### src/rtl/ttl_bus_pkg.sv
// Shared constants and helpers for the bus receive path.
package ttl_bus_pkg;

    localparam int BUS_WIDTH = 8;

    // Ceiling log2 for elaboration-time sizing of pointers and counters.
    function automatic int clog2(input int value);
        int r;
        r = 0;
        for (int i = 0; i < 31; i++) begin
            if ((1 << i) < value) begin
                r = i + 1;
            end
        end
        return r;
    endfunction

endpackage

### src/rtl/ttl_rx_fifo_core.sv
// Show-ahead FIFO storage: circular buffer, pointers, occupancy and a
// registered head-of-queue view. Push/pop arrive already qualified.
module ttl_rx_fifo_core
    import ttl_bus_pkg::*;
#(
    parameter int WIDTH = BUS_WIDTH,
    parameter int DEPTH = 4,
    localparam int PW = clog2(DEPTH),
    localparam int CW = clog2(DEPTH) + 1
) (
    input  logic             clk,
    input  logic             rst_n,
    input  logic             push,
    input  logic             pop,
    input  logic [WIDTH-1:0] din,
    output logic [WIDTH-1:0] dout,
    output logic [CW-1:0]    count
);

    logic [WIDTH-1:0] mem [DEPTH];
    logic [PW-1:0]    wr_ptr;
    logic [PW-1:0]    rd_ptr;
    logic [PW-1:0]    rd_next;
    logic [CW-1:0]    count_next;

    // Next read pointer and occupancy; simultaneous push+pop leaves count unchanged.
    always_comb begin
        rd_next    = pop ? rd_ptr + PW'(1) : rd_ptr;
        count_next = count;
        if (push && !pop) begin
            count_next = count + CW'(1);
        end else if (pop && !push) begin
            count_next = count - CW'(1);
        end
    end

    // Entry storage carries data only, so it has no reset.
    always_ff @(posedge clk) begin
        if (push) begin
            mem[wr_ptr] <= din;
        end
    end

    // Pointers wrap naturally at DEPTH; occupancy is tracked by count alone.
    always_ff @(posedge clk or negedge rst_n) begin
        if (!rst_n) begin
            wr_ptr <= '0;
            rd_ptr <= '0;
            count  <= '0;
        end else begin
            if (push) begin
                wr_ptr <= wr_ptr + PW'(1);
            end
            rd_ptr <= rd_next;
            count  <= count_next;
        end
    end

    // Head register: loads the entry that will be at the head after this edge.
    // When that slot is being written now, take din directly. When the FIFO
    // goes empty the last head value is held.
    always_ff @(posedge clk or negedge rst_n) begin
        if (!rst_n) begin
            dout <= '0;
        end else if (count_next != '0) begin
            dout <= (push && (wr_ptr == rd_next)) ? din : mem[rd_next];
        end
    end

endmodule

### src/rtl/ttl_bus_rx_fifo.sv
// Receive end of the shared tri-state bus: captures D on a load strobe into a
// show-ahead FIFO, hands the head to a consumer via VALID/RDY and flags overflow.
module ttl_bus_rx_fifo
    import ttl_bus_pkg::*;
#(
    parameter int WIDTH     = BUS_WIDTH,
    parameter int DEPTH     = 4,
    parameter int EDGE_MODE = 1,
    localparam int CW = clog2(DEPTH) + 1
) (
    input  logic             CLK,
    input  logic             CLR_bar,
    input  logic [WIDTH-1:0] D,
    input  logic             LD_bar,
    input  logic             RDY,
    input  logic             OVF_CLR_bar,
    output logic [WIDTH-1:0] Q,
    output logic             VALID,
    output logic             FULL,
    output logic [CW-1:0]    COUNT,
    output logic             OVF
);

    logic ld_prev;
    logic push_req;
    logic pop;
    logic push_acc;
    logic ovf_set;

    // Push request qualification, accept/reject against occupancy, and output decode.
    always_comb begin
        if (EDGE_MODE != 0) begin
            push_req = !LD_bar && ld_prev;
        end else begin
            push_req = !LD_bar;
        end
        VALID    = (COUNT != '0);
        FULL     = (COUNT == CW'(DEPTH));
        pop      = RDY && VALID;
        push_acc = push_req && (!FULL || pop);
        ovf_set  = push_req && FULL && !pop;
    end

    // Strobe history idles high so a strobe already low at release still counts as an edge.
    always_ff @(posedge CLK or negedge CLR_bar) begin
        if (!CLR_bar) begin
            ld_prev <= 1'b1;
        end else begin
            ld_prev <= LD_bar;
        end
    end

    // Sticky overflow; a new overflow beats a clear on the same edge.
    always_ff @(posedge CLK or negedge CLR_bar) begin
        if (!CLR_bar) begin
            OVF <= 1'b0;
        end else if (ovf_set) begin
            OVF <= 1'b1;
        end else if (!OVF_CLR_bar) begin
            OVF <= 1'b0;
        end
    end

    ttl_rx_fifo_core #(
        .WIDTH (WIDTH),
        .DEPTH (DEPTH)
    ) u_core (
        .clk   (CLK),
        .rst_n (CLR_bar),
        .push  (push_acc),
        .pop   (pop),
        .din   (D),
        .dout  (Q),
        .count (COUNT)
    );

endmodule
### config.mk
export PLATFORM = sky130hd
export DESIGN_NAME = ttl_bus_rx_fifo
export DESIGN_NICKNAME = d
export VERILOG_FILES = /design/src/rtl/ttl_bus_pkg.sv /design/src/rtl/ttl_rx_fifo_core.sv /design/src/rtl/ttl_bus_rx_fifo.sv
export SDC_FILE = /design/constraint.sdc
export NUM_CORES = 1
export LEC_CHECK = 0
export CORE_MARGIN = 2
export CORE_UTILIZATION = 40
export DETAILED_ROUTE_END_ITERATION = 7
export GPL_TIMING_DRIVEN = 0
export PLACE_DENSITY_LB_ADDON = 0.08
export SKIP_CTS_REPAIR_TIMING = 1
export SYNTH_ARGS = -nofsm -noshare
export SYNTH_HDL_FRONTEND = slang
export SYNTH_SLANG_ARGS = --single-unit
### constraint.sdc
create_clock -name CLK -period 3 [get_ports CLK]
set_clock_uncertainty 0.15 [all_clocks]
set_input_delay 0.6 -clock CLK [delete_from_list [all_inputs] [get_ports CLK]]
set_output_delay 0.6 -clock CLK [all_outputs]
set_load 0.05 [all_outputs]
==> key figures <==
Global route
  – Number of global-route vias before repair: between 1500 and 2000
  – GR Overflow Total: 0
  – GRT Util Overall: about 18%
  – Initial antenna violation count: 0
  – Largest net degree at the start of global routing: 18
  – First-pass GRT wire length: ~9900 um

Power and ir drop
  – VDD IR max: around 0.53 mV
  – Sw frac: 45.18%
  – NetSw: around 1500 uW
  – Logic pwr share: 58.0%
  – Seq pwr share: 30.1%
  – Internal: approximately 1800 uW
  – Pwr dens: 1075 nW/um^2
  – Clock power frac: a little under an eighth
  – Total power draw: between 3000 and 4000 uW
  – P_leak: between 0.001 and 0.0015 uW

Logic synthesis
  – Commonest cells post-synth: edfxtp_1, dfrtp_1, o21ai_0
  – Top_reg_cell synth: edfxtp_1
  – Syn avg cell area: approximately 12 sq um
  – EDFF count, synth: 32
  – Largest cells by area after synthesis: edfxtp_1, dfrtp_1, mux2_2
  – Area share of the largest cell type after synthesis: 37.14%
  – Yosys reg bits: just under 50
  – Sequential area share after synthesis: about 54%
  – Leading area contributor after synthesis: edfxtp_1
  – Yosys cell types: 46
  – Asr flop ratio synth: between 30% and 40%
  – Syn Std Cell Area: 2587 sq um
  – Post-Syn Nets: approximately 230
  – Warnings, synthesis: 0
  – Synth Instances: between 200 and 250
  – Most frequent cell after synthesis: edfxtp_1

Min path
  – Hold wc startpoint: u_core.dout[3]
  – Hold Path Stages: 1
  – Hold Path Class: flop to flop
  – WHS Endpoint: u_core.dout[3]

Clock network
  – CTS tree: built
  – H-tree depth: 2
  – TritonCTS buffer count: 5
  – # clock sinks: 49
  – CTS root buffer: clkbuf_8
  – Clock transition at path regs: 100 ps
  – Clk_lat worst skew: approximately 300 ps
  – CTS Buffer Depth: 2

Placed design
  – Routability cong.: ~0.79
  – HPWL after DPL: ~4100 um
  – Placed cell count: between 300 and 400
  – Port Buffer Count: 26

Timing
  – Fmax: 342.2 MHz
  – Fin crit share: between 90% and 100%
  – RSZ-0062 raised after global routing: true
  – Final Critical Period: between 2000 and 3000 ps
  – Worst rel slew slack: between 40% and 50%
  – Worst-margin pin slew: between 800 and 900 ps
  – Slew Viols, Final: 0
  – Setup violators final: 0
  – Final Hold Viols: 0

Final layout
  – Nets: approximately 260
  – Fin util: a little under half
  – Layout cell share with drive strength beyond 1: roughly 16%
  – Ant diodes: 0
  – Non-Filler Instances: approximately 320
  – Area grow syn2layout: 16.92%

Route
  – Post-route antenna net violation count: 0
  – Drt pass-1 iters: 4
  – Detailed-route DRC error count: 0
  – Via count of the routed design: around 1800
  – DR iter-0 viols: 145
  – Vias per cell: about 5.7
  – Routed length per placed instance: roughly 19 um
  – Routed wire length: approximately 6000 um

Critical path
  – Arrival time at the worst endpoint: roughly 2200 ps
  – Max FO, Critical Path: 10
  – Reg-to-reg slack, setup: around 280 ps
  – CP endpoint kind: output pin
  – Setup CP Type: flop to output pin
  – Kind of launch point of the worst setup path: flop
  – Worst EP required: between 2000 and 2500 ps
  – Reg2reg path depth: 9
  – RR Startpoint: u_core.count[0]
  – Worst r2r dst: u_core.dout[5]

Floorplanning
  – Num rows: 29
  – I/O pin count: 27
  – Die footprint: 7128 sq um
  – Die Wd: about 84 um
  – Starting density of the core: 40.98%
  – Die height: ~84 um
  – Core area: between 6000 and 7000 sq um

Status
  – Status: completed

Run
  – Max-cap violation count: 0
==> worst max-delay path by stage <==
stage | from | to | depth (start not counted)
2_1_floorplan | u_core.count[0] | u_core.dout[1] | 10
3_3_place_gp | RDY | u_core.mem[3][1] | 6
3_5_place_dp | RDY | u_core.mem[3][0] | 6
4_1_cts | u_core.count[0] | VALID | 6
5_1_grt | u_core.count[0] | VALID | 6
6_report | u_core.count[0] | VALID | 6
==> stage by stage <==
| stage | setup TNS (ps) | hold WS, ps | setup WS, ps | area (sq um) |
|---|---|---|---|---|
| after floorplan | 0 | 154.4 | 49.02 | 2587 |
| after global placement | -9055 | 337.9 | -305.3 | 2944 |
| after detailed placement | -10390 | 346.1 | -336.3 | 2944 |
| after CTS | -604.5 | 367.9 | -440.7 | 3027 |
| after global routing | -15.78 | 384.2 | -15.78 | 3025 |
| final | 0 | 363.3 | 77.60 | 3025 |
==> state kept, by name, summed over array words and instances, names as in the netlist <==
register       flops
u_core.wr_ptr      2
u_core.count       3
u_core.rd_ptr      2
u_core.mem        32
OVF                1
ld_prev            1
u_core.dout        8
==> area by class of cell <==
type                    count  area, sq um
multi-input cells         142         1109
clock inverters             2        13.76
well taps                  77        96.34
plain buffers              12        62.56
flip-flops and latches     49         1388
fillers                   609         3288
repair buffers             26        255.2
inverters                   8        32.53
clock buffers               5        68.82
==> power by group through the flow <==
stage,registers [uW],clock network (uW),logic [uW]
detailed placement,996,0,1900
floorplan,1240,0,1120
CTS,982,395,1910
global route,997,423,2050
finish,979,386,1890
global placement,993,0,1890
==> placed cells by master, fill, tap and decap left out, types with 8 or more instances in the layout <==
cell	count
dfrtp_1	16
mux2_2	8
a211oi_1	8
clkdlybuf4s50_1	25
edfxtp_1	32
a21oi_1	11
o21ai_0	13
nand2_1	10
==> worst max-delay path, cell delays in order (launching register included) <==
cell and delay [ps]:
dfrtp_1 420, inv_1 110, ha_1 250, nor2b_4 160
inv_4 130, clkbuf_1 430, clkbuf_2 370
==> metal layers <==
layer / track usage (%) / wire [um] / vias to the layer above
met5: 0 / 0 / -
met4: 5.339 / 118 / 0
met3: 3.048 / 224 / 10
met2: 28.21 / 2957 / 42
met1: 26.01 / 2838 / 893
li1: - / - / 871
==> kinds of logic after synthesis <==
kind of cell | synth area share (%)
mux | 6.190
compound gates | 17.31
simple gates | 13.25
fa+ha+maj | 3.385
buf+inv | 3.627
flops | 53.63
xor+xnor | 2.611
No activity file was read; power rests on OpenSTA's default activity.
